**src/rtl/alu_pkg.sv**
```systemverilog
`default_nettype none
// ============================================================================
//  Module      : alu_pkg
//  Description : Shared definitions for the pipelined ALU: opcode encodings,
//                FSM state encoding, result-flag bundle and the signed
//                overflow helper used by the add/subtract family.
//  Macros      : ALU_PIPE_MUL_EN (selects whether OP_MUL is implemented)
//  Revision    : 1.0 - initial release
// ============================================================================
package alu_pkg;

    // Opcodes 0-7 keep the legacy 4-bit ALU encoding.
    localparam logic [3:0] OP_ADD = 4'd0;
    localparam logic [3:0] OP_SUB = 4'd1;
    localparam logic [3:0] OP_AND = 4'd2;
    localparam logic [3:0] OP_OR  = 4'd3;
    localparam logic [3:0] OP_XOR = 4'd4;
    localparam logic [3:0] OP_NOT = 4'd5;
    localparam logic [3:0] OP_INC = 4'd6;
    localparam logic [3:0] OP_DEC = 4'd7;
    localparam logic [3:0] OP_SHL = 4'd8;
    localparam logic [3:0] OP_SHR = 4'd9;
    localparam logic [3:0] OP_ADC = 4'd10;
    localparam logic [3:0] OP_MUL = 4'd11;

    // Control FSM encoding (BUSY only reachable when the multiplier is built).
    typedef logic [0:0] state_t;
    localparam state_t ST_IDLE = 1'b0;
    localparam state_t ST_BUSY = 1'b1;

    typedef struct packed {
        logic carry;
        logic zero;
        logic negative;
        logic overflow;
        logic illegal;
    } alu_flags_t;

    // Two's-complement overflow of r = x + y, given the sign bits. For a
    // subtraction pass the inverted sign of the subtrahend.
    function automatic logic add_ovf(input logic x_msb, input logic y_msb,
                                     input logic r_msb);
        return (x_msb == y_msb) && (r_msb != x_msb);
    endfunction

endpackage
`default_nettype wire

```
**src/rtl/alu_mul_seq.sv**
```systemverilog
`default_nettype none
// ============================================================================
//  Module      : alu_mul_seq
//  Description : Radix-2 shift-add multiplier, one multiplier bit per cycle,
//                WIDTH cycles per product.
//  Ports       : clk        rising-edge clock
//                rst_n      asynchronous active-low reset
//                start_i    latch a_i/b_i and begin a new product
//                a_i, b_i   operands (WIDTH bits, unsigned)
//                done_o     high during the final step cycle
//                product_o  2*WIDTH-bit product, valid while done_o is high
//  Macros      : compiled into alu_pipe only under ALU_PIPE_MUL_EN
//  Revision    : 1.0 - initial release
// ============================================================================
module alu_mul_seq #(
    parameter int WIDTH = 8
) (
    input  logic               clk,
    input  logic               rst_n,
    input  logic               start_i,
    input  logic [WIDTH-1:0]   a_i,
    input  logic [WIDTH-1:0]   b_i,
    output logic               done_o,
    output logic [2*WIDTH-1:0] product_o
);

    localparam int CW = $clog2(WIDTH + 1);

    logic [2*WIDTH-1:0] r_mcand_q;
    logic [WIDTH-1:0]   r_mplier_q;
    logic [2*WIDTH-1:0] r_acc_q;
    logic [CW-1:0]      r_cnt_q;
    logic               r_busy_q;
    logic [2*WIDTH-1:0] w_acc_d;

    // The product is exposed combinationally on the last step so the caller
    // can register it on the same edge that finishes the final step.
    assign w_acc_d   = r_acc_q + (r_mplier_q[0] ? r_mcand_q : '0);
    assign done_o    = r_busy_q && (r_cnt_q == CW'(1));
    assign product_o = w_acc_d;

    always_ff @(posedge clk or negedge rst_n) begin
        if (!rst_n) begin
            r_mcand_q  <= '0;
            r_mplier_q <= '0;
            r_acc_q    <= '0;
            r_cnt_q    <= '0;
            r_busy_q   <= 1'b0;
        end else if (start_i) begin
            r_mcand_q  <= {{WIDTH{1'b0}}, a_i};
            r_mplier_q <= b_i;
            r_acc_q    <= '0;
            r_cnt_q    <= CW'(WIDTH);
            r_busy_q   <= 1'b1;
        end else if (r_busy_q) begin
            r_acc_q    <= w_acc_d;
            r_mcand_q  <= r_mcand_q << 1;
            r_mplier_q <= r_mplier_q >> 1;
            r_cnt_q    <= r_cnt_q - CW'(1);
            if (r_cnt_q == CW'(1)) begin
                r_busy_q <= 1'b0;
            end
        end
    end

endmodule
`default_nettype wire

```
**src/rtl/alu_pipe.sv**
```systemverilog
`default_nettype none
// ============================================================================
//  Module      : alu_pipe
//  Description : Registered WIDTH-bit ALU with valid/ready handshakes on both
//                sides and a single-entry output register. Single-cycle ops
//                have latency 1; MUL (optional) takes WIDTH+1 cycles.
//  Ports       : clk, rst_n            clock, async active-low reset
//                in_valid / in_ready   operation handshake
//                a, b, opcode          operands and operation select
//                out_valid / out_ready result handshake
//                f                     result
//                carry_out, zero, negative, overflow, illegal  result flags
//  Macros      : ALU_PIPE_MUL_EN - when defined, opcode 11 is a multi-cycle
//                shift-add multiply; otherwise it is a reserved opcode.
//  Revision    : 1.0 - initial release
// ============================================================================
module alu_pipe
    import alu_pkg::*;
#(
    parameter int WIDTH = 8
) (
    input  logic             clk,
    input  logic             rst_n,
    input  logic             in_valid,
    output logic             in_ready,
    input  logic [WIDTH-1:0] a,
    input  logic [WIDTH-1:0] b,
    input  logic [3:0]       opcode,
    output logic             out_valid,
    input  logic             out_ready,
    output logic [WIDTH-1:0] f,
    output logic             carry_out,
    output logic             zero,
    output logic             negative,
    output logic             overflow,
    output logic             illegal
);

    localparam int SHW = $clog2(WIDTH);
    localparam int MSB = WIDTH - 1;
    localparam logic [WIDTH:0] c_one = (WIDTH+1)'(1);

    // ------------------------------------------------------------------
    // Registered result
    // ------------------------------------------------------------------
    logic [WIDTH-1:0] r_f_q;
    logic             r_carry_q;
    logic             r_ovf_q;
    logic             r_illegal_q;
    logic             r_cflag_q;
    logic             r_out_valid_q;

    // ------------------------------------------------------------------
    // Handshake and control
    // ------------------------------------------------------------------
    logic w_idle;
    logic w_accept;
    logic w_is_mul;
    logic w_load;
    logic w_mul_done;
    logic [WIDTH-1:0] w_mul_f;
    logic w_mul_carry;

    assign in_ready = w_idle && (!r_out_valid_q || out_ready);
    assign w_accept = in_valid && in_ready;

`ifdef ALU_PIPE_MUL_EN
    state_t             r_state_q;
    state_t             w_state_d;
    logic [2*WIDTH-1:0] w_product;

    assign w_is_mul = (opcode == OP_MUL);
    assign w_idle   = (r_state_q == ST_IDLE);

    alu_mul_seq #(
        .WIDTH(WIDTH)
    ) u_mul (
        .clk      (clk),
        .rst_n    (rst_n),
        .start_i  (w_accept && w_is_mul),
        .a_i      (a),
        .b_i      (b),
        .done_o   (w_mul_done),
        .product_o(w_product)
    );

    assign w_mul_f     = w_product[WIDTH-1:0];
    assign w_mul_carry = |w_product[2*WIDTH-1:WIDTH];

    always_comb begin
        w_state_d = r_state_q;
        if (r_state_q == ST_IDLE) begin
            if (w_accept && w_is_mul) begin
                w_state_d = ST_BUSY;
            end
        end else if (w_mul_done) begin
            w_state_d = ST_IDLE;
        end
    end

    always_ff @(posedge clk or negedge rst_n) begin
        if (!rst_n) begin
            r_state_q <= ST_IDLE;
        end else begin
            r_state_q <= w_state_d;
        end
    end
`else
    // Without the multiplier there is no BUSY state: every op is one cycle.
    assign w_is_mul    = 1'b0;
    assign w_idle      = 1'b1;
    assign w_mul_done  = 1'b0;
    assign w_mul_f     = '0;
    assign w_mul_carry = 1'b0;
`endif

    // ------------------------------------------------------------------
    // Single-cycle datapath
    // ------------------------------------------------------------------
    logic [SHW-1:0]   w_shamt;
    logic [WIDTH:0]   w_add;
    logic [WIDTH:0]   w_sub;
    logic [WIDTH:0]   w_inc;
    logic [WIDTH:0]   w_dec;
    logic [WIDTH:0]   w_adc;
    logic [WIDTH:0]   w_shl;
    logic [WIDTH:0]   w_shr;
    logic [WIDTH-1:0] w_alu_f;
    logic             w_alu_carry;
    logic             w_alu_ovf;
    logic             w_alu_illegal;

    assign w_shamt = b[SHW-1:0];
    // Zero-extended (WIDTH+1)-bit arithmetic: bit WIDTH is carry or borrow.
    assign w_add   = {1'b0, a} + {1'b0, b};
    assign w_sub   = {1'b0, a} - {1'b0, b};
    assign w_inc   = {1'b0, a} + c_one;
    assign w_dec   = {1'b0, a} - c_one;
    assign w_adc   = {1'b0, a} + {1'b0, b} + {{WIDTH{1'b0}}, r_cflag_q};
    // One guard bit beside the operand catches the last bit shifted out;
    // with a zero amount the guard is still zero so carry reads 0.
    assign w_shl   = {1'b0, a} << w_shamt;
    assign w_shr   = {a, 1'b0} >> w_shamt;

    always_comb begin
        w_alu_f       = '0;
        w_alu_carry   = 1'b0;
        w_alu_ovf     = 1'b0;
        w_alu_illegal = 1'b0;
        case (opcode)
            OP_ADD: begin
                w_alu_f     = w_add[WIDTH-1:0];
                w_alu_carry = w_add[WIDTH];
                w_alu_ovf   = add_ovf(a[MSB], b[MSB], w_add[MSB]);
            end
            OP_SUB: begin
                w_alu_f     = w_sub[WIDTH-1:0];
                w_alu_carry = w_sub[WIDTH];
                w_alu_ovf   = add_ovf(a[MSB], ~b[MSB], w_sub[MSB]);
            end
            OP_AND: w_alu_f = a & b;
            OP_OR:  w_alu_f = a | b;
            OP_XOR: w_alu_f = a ^ b;
            OP_NOT: w_alu_f = ~a;
            OP_INC: begin
                w_alu_f     = w_inc[WIDTH-1:0];
                w_alu_carry = w_inc[WIDTH];
                w_alu_ovf   = add_ovf(a[MSB], 1'b0, w_inc[MSB]);
            end
            OP_DEC: begin
                w_alu_f     = w_dec[WIDTH-1:0];
                w_alu_carry = w_dec[WIDTH];
                w_alu_ovf   = add_ovf(a[MSB], 1'b1, w_dec[MSB]);
            end
            OP_SHL: begin
                w_alu_f     = w_shl[WIDTH-1:0];
                w_alu_carry = w_shl[WIDTH];
            end
            OP_SHR: begin
                w_alu_f     = w_shr[WIDTH:1];
                w_alu_carry = w_shr[0];
            end
            OP_ADC: begin
                w_alu_f     = w_adc[WIDTH-1:0];
                w_alu_carry = w_adc[WIDTH];
                w_alu_ovf   = add_ovf(a[MSB], b[MSB], w_adc[MSB]);
            end
            // Reserved opcodes (and MUL when the multiplier is absent; when
            // present, MUL never loads from this path).
            default: w_alu_illegal = 1'b1;
        endcase
    end

    // ------------------------------------------------------------------
    // Output register: load on a completed op, otherwise drain on out_ready.
    // A drain and a new load on the same edge simply overwrite the entry.
    // ------------------------------------------------------------------
    logic [WIDTH-1:0] w_f_d;
    logic             w_carry_d;
    logic             w_ovf_d;
    logic             w_illegal_d;

    assign w_load      = (w_accept && !w_is_mul) || w_mul_done;
    assign w_f_d       = w_mul_done ? w_mul_f     : w_alu_f;
    assign w_carry_d   = w_mul_done ? w_mul_carry : w_alu_carry;
    assign w_ovf_d     = w_mul_done ? 1'b0        : w_alu_ovf;
    assign w_illegal_d = w_mul_done ? 1'b0        : w_alu_illegal;

    always_ff @(posedge clk or negedge rst_n) begin
        if (!rst_n) begin
            r_f_q         <= '0;
            r_carry_q     <= 1'b0;
            r_ovf_q       <= 1'b0;
            r_illegal_q   <= 1'b0;
            r_cflag_q     <= 1'b0;
            r_out_valid_q <= 1'b0;
        end else if (w_load) begin
            r_f_q         <= w_f_d;
            r_carry_q     <= w_carry_d;
            r_ovf_q       <= w_ovf_d;
            r_illegal_q   <= w_illegal_d;
            r_cflag_q     <= w_carry_d;
            r_out_valid_q <= 1'b1;
        end else if (out_ready) begin
            r_out_valid_q <= 1'b0;
        end
    end

    // zero/negative always follow the registered result.
    alu_flags_t w_flags;

    assign w_flags.carry    = r_carry_q;
    assign w_flags.zero     = (r_f_q == '0);
    assign w_flags.negative = r_f_q[MSB];
    assign w_flags.overflow = r_ovf_q;
    assign w_flags.illegal  = r_illegal_q;

    assign out_valid = r_out_valid_q;
    assign f         = r_f_q;
    assign carry_out = w_flags.carry;
    assign zero      = w_flags.zero;
    assign negative  = w_flags.negative;
    assign overflow  = w_flags.overflow;
    assign illegal   = w_flags.illegal;

endmodule
`default_nettype wire

```
**config.mk**
```make
export PLATFORM = sky130hd
export DESIGN_NAME = alu_pipe
export DESIGN_NICKNAME = d
export VERILOG_FILES = /design/src/rtl/alu_pkg.sv /design/src/rtl/alu_mul_seq.sv /design/src/rtl/alu_pipe.sv
export SDC_FILE = /design/constraint.sdc
export NUM_CORES = 1
export LEC_CHECK = 0
export CAP_MARGIN = 5
export CORE_MARGIN = 5
export CORE_UTILIZATION = 46
export DETAILED_ROUTE_END_ITERATION = 8
export PLACE_DENSITY = 0.68
export SYNTH_ARGS = -nofsm -noshare
export SYNTH_HDL_FRONTEND = slang
export SYNTH_SLANG_ARGS = --single-unit
```
**constraint.sdc**
```tcl
create_clock -name clk -period 2.4 [get_ports clk]
set_clock_uncertainty 0.05 [all_clocks]
set_input_delay 0.6 -clock clk [delete_from_list [all_inputs] [get_ports clk]]
set_output_delay 0.6 -clock clk [all_outputs]
set_load 0.005 [all_outputs]
```
* Word level (Yosys, flattened, before mapping)
Index checks and enable logic that the tools add are counted.
** Storage, ports and cells
- Bits in registers :: 12
- Input port bits :: 24
- Output and inout port bits :: 15
- Logic and storage cells :: 53
** Operators by class
- Add/subtract/negate cells :: 5
- Equality and inequality tests :: 17
- Shift operators :: 2
- Mux-type cells :: 6
- Bitwise gates (word level) :: 6
- Reduce and logical (&&, ||, !) cells :: 12
** Operators by type and width (count)
- one-hot mux 8 bit (11 select lines) :: 1
- equality test 4 x 3 -> 1 bit, second input constant :: 4
- equality test 4 bit, second input constant :: 3
- OR reduction 11 bit :: 1
- adder 8 x 1 -> 9 bit, second input constant :: 1
- adder 8 x 8 -> 9 bit :: 1
- adder 9 x 1 -> 9 bit :: 1
- left shift 8 x 3 -> 9 bit :: 1
- right shift 9 x 3 -> 9 bit :: 1
- subtractor 8 x 1 -> 9 bit, second input constant :: 1
- subtractor 8 x 8 -> 9 bit :: 1
- AND 8 bit :: 1
- equality test 4 x 2 -> 1 bit, second input constant :: 2
- logical NOT 8 bit :: 1
- inverter 8 bit :: 1
- bitwise OR 8 bit :: 1
- XOR 8 bit :: 1
- one-hot mux 1 bit (7 select lines) :: 1
- logical AND 1 bit :: 6
- != test 1 bit :: 5
- one-hot mux 1 bit (5 select lines) :: 1
- equality test 4 x 1 -> 1 bit, second input constant :: 1
- logical NOT 4 bit :: 1
- 2-to-1 mux 1 bit :: 3
- 5 further kinds :: 7

* Longest topological paths before layout
Gate-level depths: netlist (run 1).
- Depth in word-level cells :: 5
- Mapped depth :: 11
- Mapped depth without buffers :: 10

* Worst setup path after synthesis (run 1)
Ideal clock, no wire load.
- Kind :: input -> register
- Start :: input port b[1]
- End :: register r_cflag_q
- Data arrival time :: 2.696 ns
- Data required time :: 2.279 ns
- Setup slack :: -0.416 ns
- Stages on the path :: 10
- Path buffers :: 2
- Cells stage by stage :: clkbuf_8 -> clkbuf_8 -> inv_1 -> fa_1 -> a21oi_1 -> o21ba_2 -> o31ai_1 -> or4_2 -> a311o_1 -> nand4_1
** On the way
- Word-level cells in the longest chain between the ends :: 3
** RTL lines
- start: declaration :: RTL line alu_pipe.sv:27 : input logic [WIDTH-1:0] b,
- adder 8 x 8 -> 9 bit :: RTL line alu_pipe.sv:135, alu_pipe.sv:139
- adder 9 x 1 -> 9 bit :: RTL line alu_pipe.sv:139 : assign w_adc = {1'b0, a} + {1'b0, b} + {{WIDTH{1'b0}}, r_cflag_q};
- one-hot mux 1 bit (7 select lines) * :: RTL line alu_pipe.sv:150 : case (opcode)
- end signal: assignment :: RTL line alu_pipe.sv:222 : r_cflag_q <= w_carry_d;
- end: declaration :: RTL line alu_pipe.sv:50 : logic r_cflag_q;
Mark *: on every way between the ends. The rest lies on a longest branch, timed or not.
A chain may end at the register's enable or synchronous reset.

* Worst setup path in the final report (run 1)
- Start :: input port a[1]
- End :: register r_cflag_q
** On the way
- Word-level cells in the longest chain between the ends :: 3
** RTL lines
- start: declaration :: RTL line alu_pipe.sv:26 : input logic [WIDTH-1:0] a,
- adder 8 x 8 -> 9 bit :: RTL line alu_pipe.sv:135, alu_pipe.sv:139
- adder 9 x 1 -> 9 bit :: RTL line alu_pipe.sv:139
- one-hot mux 1 bit (7 select lines) * :: RTL line alu_pipe.sv:150
Marks and branches as above.

==> results by group, run 1 <==
Synth
  • Compound-Gate Fraction of Synth Area: 28.03%
  • Synth Area in Simple Gates: about 22%
  • Mux cell area share after synthesis: around 10%
  • Number of synthesized flops with an enable pin: 0
  • Avg Cell Area, Syn: 7.735 sq um
  • Fraction of the yosys area taken by sequential cells: 9.423%
  • Yosys warns: 0
  • Post-synth cell types: ~70
  • Xor/xnor cell area share of the yosys netlist: 5.497%
  • Asr flop ratio synth: 100.0%
  • Main combinational cell family by area after synthesis: compound AO/OA/AOI/OAI gates
  • Mapped Nets: about 470
  • Main synth FF type: dfrtp_1
  • Post-Syn Instances: approximately 410
  • Yosys reg bits: 12
  • Synthesized cell area: about 3200 sq um
  • Adder-cell share of the synthesized area: between 10 and 15%

Setup path
  • RR Startpoint: out_valid
  • Worst setup EP type: flip-flop
  • Crit Path Max Fanout: 6
  • Critical Path RT: about 2.5 ns
  • Crit-path max cell delay: 0.43 ns
  • CP Cell Sequence: buf_6 > buf_8 > buf_6 > fa_2 > a21oi_2 > o21ba_4 > buf_6 > o31ai_4 > or4_4 > a311o_1 > nand4_1
  • Kind of critical path: in -> reg
  • Cell repeated most along the worst path: buf_6
  • Crit path max-delay cell type: or4_4
  • Crit path launch: a[1]
  • Startpoint types: input pin
  • WP data arrival: 2.59 ns

Status
  • Failing checks: setup timing
  • Status: finished, violations left

CTS
  • Worst skew pair latency: approximately 0.24 ns
  • Root Driver: clkbuf_8
  • Number of H-tree levels: 1
  • Num CTS Buffers: 3
  • Sink Count: 12
  • Worst-path clk slew: 0.05 ns
  • CTS tree: done
  • CTS max path bufs: 2
  • CTS Hold Bufs: 0

Final layout
  • Post-route cell area: 5395 sq um
  • Commonest non-fill, non-tap cell in the layout: buf_4
  • Diodes inserted: 0
  • Layout cells sized above 1: 51.56%
  • Layout area overhead: 69.30%
  • Final core utilization: 79.85%
  • Nets@finish: 636
  • Fill count: around 450
  • Commonest non-fill, non-tap cells in the layout: 133 x buf_4, 33 x nand2_1, 29 x nor2_1

STA
  • Worst setup margin: -0.06442 ns
  • Final period demand of the worst path: 2.464 ns
  • RSZ-0062 raised after global routing: yes
  • Max_slew headroom: 60.17%
  • Least-Margin Pin Slew: slightly below 0.6 ns
  • Final Slew Violations: 0
  • Final-report hold violation count: 0
  • WHS: 0.4433 ns
  • Endpoints failing setup: 3
  • Period utilization: 102.7%
  • Fmax: around 400 MHz

Power
  • Tot Pwr: 1.715 mW
  • Power density cells: 317.8 nW/um^2
  • Leak pwr: 2.309 nW
  • VDD IR max: 311.0 uV

Drt
  • Pre-antenna DRT Iters: 5
  • Initial DRC count: 498
  • Detailed-route wire length: about 14000 um
  • Via count: approximately 4200
  • Drt drc: 0
  • Wire per inst: 21.65 um
  • Routed Antenna Nets: 0
  • Vias/cell: 6.363

Die
  • Die H: 93.24 um
  • Core ar.: 6756 sq um
  • Die X: 93.24 um
  • Die area: 8693 sq um
  • Initial Utilization: 47.17%
  • Rows: 30
  • Ports: 39

Run
  • # Max-Cap Violations: 0

Place
  • Input/output buffers: 38
  • Placed cell areas: 4626 sq um
  • Gp weighted congestion: 1.071
  • Detailed placement HPWL: 10630 um

Hold path
  • Hold Crit Class: reg -> reg
  • Min-delay src: illegal

GRT
  • Vias in the first global route: 3979
  • First-pass GRT wire length: 21270 um
  • Initial antenna violation count: 0
  • GRT Total Usage: 31.08%
  • Gr ovfl total: 0
  • Largest net degree at the start of global routing: 22
==> where the power goes <==
part           leakage [nW]  total (mW)  switching [mW]  internal, mW
sequential            0.152       0.257          0.0246         0.232
clock                0.0288       0.225          0.0795         0.145
combinational          2.13        1.23           0.609         0.624
total                  2.31        1.71           0.713          1.00
==> layout make-up <==
class	count	area [sq um]	share of cell area, %
Multi-Input combinational cell	340	3171	58.77
Timing Repair Buffer	192	1634	30.29
Sequential cell	12	300.3	5.566
Inverter	30	135.1	2.505
Tap cell	80	100.1	1.855
Clock buffer	4	55.05	1.020
==> cells in the mapped netlist (all sizes together) (2+ instances only) <==
| cell | n | share of area [%] |
|---|---|---|
| nor2 | 35 | 4.7 |
| o21bai | 4 | 0.94 |
| o31ai | 3 | 0.71 |
| xnor2 | 17 | 4.7 |
| nor3b | 4 | 0.94 |
| a221oi | 7 | 1.9 |
| mux2i | 11 | 3.5 |
| inv | 29 | 3.4 |
| fa | 2 | 1.3 |
| o221ai | 6 | 1.6 |
| nand2 | 36 | 4.2 |
| or4 | 4 | 0.98 |
| a211oi | 10 | 2.4 |
| nor2b | 5 | 0.98 |
| nand2b | 4 | 0.79 |
| xor2 | 3 | 0.82 |
| nand3 | 11 | 1.7 |
| and3 | 3 | 0.63 |
| mux4 | 9 | 6.4 |
| o22ai | 5 | 0.98 |
| a21oi | 26 | 4.1 |
| a32oi | 2 | 0.55 |
| nor3 | 19 | 3.5 |
| clkbuf | 15 | 4.0 |
| a31oi | 3 | 0.79 |
| a22o | 5 | 1.4 |
| o211ai | 7 | 1.6 |
| dfrtp | 12 | 9.4 |
| ha | 31 | 12 |
| nor4 | 2 | 0.39 |
| a22oi | 11 | 2.6 |
| and2 | 4 | 0.82 |
| buf | 14 | 3.1 |
| o22a | 2 | 0.55 |
| o21ai | 25 | 3.9 |
| and2b | 3 | 0.82 |
| a311o | 2 | 0.67 |
==> cells by family (layout without fill, tap and decap cells) <==
kind of cell / count (synthesis) / after routing
buf+inv: 60 / 226
compound gates: 129 / 129
fa+ha+maj: 33 / 33
mux: 21 / 21
simple gates: 137 / 137
flops: 12 / 12
xor+xnor: 20 / 20
==> layer usage <==
metal	up-vias	part of all wire (%)	track usage (%)
li1	1851	-	-
met1	2015	41	42.25
met2	275	47	52.77
met3	46	8.0	3.298
met4	0	3.3	7.082
met5	-	0	0
==> worst max-delay path, delay by kind of cell <==
family                   cells  cell delay (ns)
AO/OA/AOI/OAI                4             0.69
AND/OR/NAND/NOR              2             0.50
buffers and inverters        4             0.45
adder cells (fa/ha/maj)      1             0.37
==> state kept, by name, summed over array words and instances (netlist names) <==
register / cells
illegal: 1
out_valid: 1
overflow: 1
f: 8
r_cflag_q: 1
==> through the flow <==
step	std cells	setup slack (ns)	TNS, ns
after floorplan	412	-0.1464	-0.3565
after global placement	642	-0.8948	-6.952
after detailed placement	642	-0.9423	-7.581
after CTS	655	-0.2101	-0.4880
after global routing	658	-0.1182	-0.4621
final	658	-0.06442	-0.1612
==> timing repair <==
item	CTS	global route
pin swaps	40	37
endpoints found under the hold margin	0	0
gates resized for setup	134	72
setup buffers	9	7
endpoints found under the setup margin	12	8
==> worst paths after layout <==
kind / endpoint / slack [ns] / cells after the start
min in group asynchronous: f[4] / 0.68 / 1
max in group asynchronous: illegal / 1.23 / 1
max: r_cflag_q / -0.06 / 11
max reg2reg: r_cflag_q / 0.61 / 6
min: illegal / 0.44 / 1
min reg2reg: illegal / 0.44 / 1
Power figures use the tool's default switching activity.
==> run 2: changes to the inputs <==
--- a/config.mk
+++ b/config.mk
@@ -6,10 +6,12 @@
 export NUM_CORES = 1
 export LEC_CHECK = 0
 export CAP_MARGIN = 5
+export CORE_ASPECT_RATIO = 0.5
 export CORE_MARGIN = 5
 export CORE_UTILIZATION = 46
 export DETAILED_ROUTE_END_ITERATION = 8
 export PLACE_DENSITY = 0.68
+export SETUP_SLACK_MARGIN = 0.02
 export SYNTH_ARGS = -nofsm -noshare
 export SYNTH_HDL_FRONTEND = slang
 export SYNTH_SLANG_ARGS = --single-unit
==> results by group, run 2 (synthesis results as in run 1) <==
Setup path
  • Reg-to-reg slack, setup: 0.55 ns (-0.06 ns)
  • Buf+Inv Stages, Crit Path: 3 (-1)
  • Family with the most delay on the worst path: compound AO/OA/AOI/OAI gates
  • Crit path max-delay cell type: or4_4
  • Kind of critical path: in -> reg
  • WP data arrival: 2.73 ns (+0.14 ns)
  • Crit Path Max Fanout: 3 (-3)
  • RR Startpoint: out_valid
  • Startpoint types: input pin
  • CP Cell Sequence: buf_8 > buf_6 > ha_4 > inv_2 > fa_2 > a21oi_2 > o21ba_4 > o31ai_4 > or4_4 > a311o_1 > nand4_1
  • Critical Path RT: 2.53 ns (about the same)
  • Crit-path max cell delay: 0.51 ns (+0.08 ns)
  • Worst setup EP type: flip-flop
  • Worst R2R Path Depth: 7 (+1)
  • Worst R2R End: r_cflag_q

STA
  • WHS: 0.4499 ns (+0.006534 ns)
  • Final period demand of the worst path: 2.603 ns (+0.1390 ns)
  • Fmax: 384.1 MHz (-5.3%)
  • Max_slew headroom: 64.36% (+4.2 points)
  • Period utilization: 108.5% (+5.8 points)
  • Setup TNS: -0.9299 ns (-0.7687 ns)
  • Worst setup margin: -0.2034 ns (-0.1390 ns)
  • RSZ-0062 raised after global routing: yes
  • Least-Margin Pin Slew: 0.5329 ns (-0.06263 ns)
  • Final Slew Violations: 0 (unchanged)
  • Endpoints failing setup: 7 (+4)
  • Final-report hold violation count: 0 (unchanged)

Place
  • Detailed placement HPWL: 11170 um (+5.0%)
  • Placed cell areas: 4606 sq um (-0.43%)
  • Post-Place Cells: 651 (+1.4%)
  • Setup WS pre-CTS: -0.9692 ns (-0.02691 ns)
  • Gp weighted congestion: 1.036 (-3.3%)
  • Input/output buffers: 38 (unchanged)

GRT
  • Initial antenna violation count: 0 (unchanged)
  • Largest net degree at the start of global routing: 16 (-27%)
  • Gr ovfl total: 0 (unchanged)
  • GR Util met3: 4.769% (+1.5 points)
  • Busiest layer in global routing: met2
  • First-pass GRT wire length: 23540 um (+11%)
  • Met2 Usage GRT: 57.46% (+4.7 points)
  • GRT Total Usage: 34.51% (+3.4 points)
  • Vias in the first global route: 4220 (+6.1%)
  • Met1 GRT Util: 47.48% (+5.2 points)

Die
  • Rows: 21 (-30%)
  • Die X: 127.7 um (+37%)
  • Initial Utilization: 47.56% (+0.40 points)
  • Die area: 8793 sq um (+1.2%)
  • Die H: 68.86 um (-26%)
  • Core ar.: 6700 sq um (-0.83%)
  • Ports: 39 (unchanged)

Hold path
  • Hold worst-path end: illegal
  • Hold depth: 1 (unchanged)
  • Hold Crit Class: reg -> reg
  • Min-delay src: illegal

CTS
  • Root Driver: clkbuf_16
  • Worst-path clk slew: 0.04 ns (about the same)
  • Worst skew pair latency: 0.24 ns (about the same)
  • CTS tree: done
  • Sink Count: 12 (unchanged)
  • Number of H-tree levels: 1 (unchanged)
  • Num CTS Buffers: 3 (unchanged)
  • CTS Hold Bufs: 0 (unchanged)
  • CTS max path bufs: 2 (unchanged)

Status
  • Failing checks: setup timing
  • Status: finished, violations left

Drt
  • Pre-antenna DRT Iters: 7 (+2)
  • Wire per inst: 22.19 um (+2.5%)
  • Initial DRC count: 585 (+17%)
  • Vias/cell: 6.304 (-0.93%)
  • Via count: 4274 (+2.1%)
  • Detailed-route wire length: 15040 um (+5.6%)
  • Routed Antenna Nets: 0 (unchanged)
  • Drt drc: 0 (unchanged)

Final layout
  • Nets@finish: 644 (+1.3%)
  • Max reg flops: 8 (unchanged)
  • Diodes inserted: 0 (unchanged)
  • Layout cells sized above 1: 51.19% (-0.36 points)
  • Layout area overhead: 69.02%
  • Final cell count without fillers: 678 (+3.0%)
  • Post-route cell area: 5386 sq um (-0.16%)
  • Commonest non-fill, non-tap cell in the layout: buf_4
  • Commonest non-fill, non-tap cells in the layout: 146 x buf_4, 35 x nand2_1, 31 x nor2_1
  • Final core utilization: 80.39% (+0.54 points)

Power
  • Power density cells: 339.6 nW/um^2 (+6.9%)
  • VDD IR max: 182.3 uV (-41%)
  • Tot Pwr: 1.829 mW (+6.7%)
  • Leak pwr: 2.330 nW (+0.90%)

Run
  • # Max-Cap Violations: 0 (unchanged)
==> run 2: cell types whose count changed in the layout (fill, tap and decap cells not counted), moves of 3 or more <==
cell,before,now
buf_4,133,146
buf_6,20,13
nor3_2,5,11
buf_2,0,4
nor3_1,10,6
and3_4,3,0
clkbuf_16,0,3
clkbuf_8,4,1
clkdlybuf4s15_2,0,3
ha_4,13,10
==> run 2: what timing repair did <==
action / in CTS / in global routing
endpoints found under the setup margin: 12 / 8
gates cloned: 2 / 0
pin swaps: 37 / 21
buffers inserted: 18 / 4
resized for setup: 134 / 43
==> run 2: worst max path at each step <==
stage / from / cells past startpoint / to / slack [ns]
final: b[0] / 11 / r_cflag_q / -0.20
after global routing: b[0] / 11 / r_cflag_q / -0.27
after CTS: a[0] / 10 / f[7] / -0.15
after detailed placement: a[1] / 10 / f[4] / -0.97
after global placement: a[0] / 12 / f[4] / -0.84
after floorplan: b[1] / 10 / r_cflag_q / -0.15
==> run 2: power by group <==
part	total (mW)	internal [mW]	switching (mW)
clock network	0.346	0.252	0.0943
registers	0.258	0.233	0.0251
logic	1.22	0.607	0.618
==> run 2: layout make-up <==
class	instances	area, sq um
fillers	449	1314
repair buffers	200	1657
well taps	92	115.1
inverters	30	127.6
flip-flops and latches	12	300.3
multi-input cells	340	3098
clock buffers	4	88.84
==> run 2: layer usage <==
| metal | wire length, um | part of all wire (%) | vias to the layer above |
|---|---|---|---|
| met3 | 1523 | 10 | 61 |
| met4 | 501 | 3.3 | 0 |
| li1 | - | - | 1864 |
| met1 | 6389 | 42 | 2077 |
| met2 | 6629 | 44 | 272 |
| met5 | 0 | 0 | - |
==> run 3: changes to the inputs <==
--- a/config.mk
+++ b/config.mk
@@ -12,6 +12,7 @@
 export DETAILED_ROUTE_END_ITERATION = 8
 export PLACE_DENSITY = 0.68
 export SETUP_SLACK_MARGIN = 0.02
+export SLEW_MARGIN = 20
 export SYNTH_ARGS = -nofsm -noshare
 export SYNTH_HDL_FRONTEND = slang
 export SYNTH_SLANG_ARGS = --single-unit
==> results of run 3 <==
The final DEF is identical to that of run 2; final timing and power are the same.
==> edit, RTL diff (flow settings as in run 3) <==
Set the parameter `WIDTH` to 16 (it was 8).
--- a/src/rtl/alu_pipe.sv
+++ b/src/rtl/alu_pipe.sv
@@ -18,5 +18,5 @@
     import alu_pkg::*;
 #(
-    parameter int WIDTH = 8
+    parameter int WIDTH = 16
 ) (
     input  logic             clk,
Interface: changed (resized a, b and f); port bits go from 39 to 63. The function was not compared with the original's and may differ.
==> edit against run 3 <==
The flow finishes with violations (design-rule violations, negative setup slack). Sequential cell count is 8 higher. Critical path depth is 1 higher. Wire length is 130% higher. Setup slack worse by 0.97 ns. First-iteration DRC count grew to 2.6 times the old value. Total power is 89% higher. Count of clock-buffer cells in the layout is 1 lower. Clock power is 5% lower. Synthesized area is 88% higher. Sequential share of layout area is 0.88 points lower. Non-clock buffer count is 247 higher. Cell area is 98% higher. Critical path type unchanged. Critical endpoint is now overflow. Largest cell class unchanged. Largest power group unchanged.
==> edit: results <==
[status]
outcome = "complete, but fails checks"
failed_checks = "design-rule violations, negative setup slack"

[drt]
route.met3.wl_microns = 6110
drt_wl_total_microns = 35000
wl_met2_microns = 14000
drc = 7
first_iter_violations = 1538
drt-met1-wl_microns = 12800
vias = 9623

[placed_design]
place_congestion = 1.05
place_ws_ns = -1.80
dpl.hpwl_microns = 25500

[synth]
yosys-top-cells-area = "ha_1, dfrtp_1, a21oi_1"
syn-num-nets = 974
synthTopCellsByCount = "nor2_1, nand2_1, a21oi_1"
yosysUniqueCellTypes = 79
ys_seq_area_frac = 0.0836
netlist_instances = 877

[worst_setup_path]
critPathArrivalTime_ns = 3.66
slowest_delay_ns = 0.58
crit_end = "overflow"
r2r_slack_ns = -0.60
crit_family = "simple AND/OR/NAND/NOR gates"
rr_worst_depth = 13
critPathMaxFanout = 4

[cts]
cts_resized = 212

[global_routing]
grt_util_met1 = 0.550
grt_first_pass_wirelength_microns = 51100
grt_max_degree = 48
grt_pass1_vias = 8872

[sta]
finalSetupViolCount = 18
postLayoutSetupSlackWorst_ns = -1.18

[layout]
final_cells = 1427
## edit: cell types whose count changed in the layout (fill, tap and decap cells not counted), sizes merged, moves of 23 or more
cell   change
a21oi     +49
xnor2     +23
buf      +227
o21ai     +38
nand2     +45
nor2      +53
ha        +24
## edit: power by group through the flow
| stage | logic, mW | clock network (mW) | registers (mW) |
|---|---|---|---|
| CTS | 2.42 | 0.330 | 0.432 |
| floorplan | 1.05 | 0 | 0.431 |
| global route | 2.80 | 0.340 | 0.444 |
| global placement | 2.12 | 0 | 0.435 |
| detailed placement | 2.16 | 0 | 0.438 |
| finish | 2.70 | 0.330 | 0.438 |
## edit: logic make-up (layout without fill, tap and decap cells)
group	after synthesis	count (layout)	share of synthesized area
simple gates	311	311	0.252
xor+xnor	46	46	0.0673
buf+inv	114	494	0.0744
compound gates	304	304	0.351
fa+ha+maj	57	57	0.122
mux	25	25	0.0497
flops	20	20	0.0836
## edit: worst min path at each step
| stage | from | end | slack, ns | cells past startpoint |
|---|---|---|---|---|
| 2_1_floorplan | rst_n | f[0] | 0.25 | 0 |
| 3_3_place_gp | f[1] | f[1] | 0.43 | 2 |
| 3_5_place_dp | illegal | illegal | 0.44 | 2 |
| 4_1_cts | illegal | illegal | 0.46 | 2 |
| 5_1_grt | illegal | illegal | 0.47 | 2 |
| 6_report | illegal | illegal | 0.45 | 2 |
## edit: layout make-up
cell class / instances / area, sq um
Inverter: 44 / 190
Clock buffer: 3 / 75.1
Multi-Input combinational cell: 743 / 5980
Fill cell: 769 / 2050
Sequential cell: 20 / 500
Tap cell: 170 / 213
Timing Repair Buffer: 447 / 3700
## edit: worst min-delay path: cells and delay by family (launching register included)
| family | cells | cell delay (ns) |
|---|---|---|
| simple gates | 1 | 0.07 |
| flops | 1 | 0.34 |
| compound gates | 1 | 0.05 |
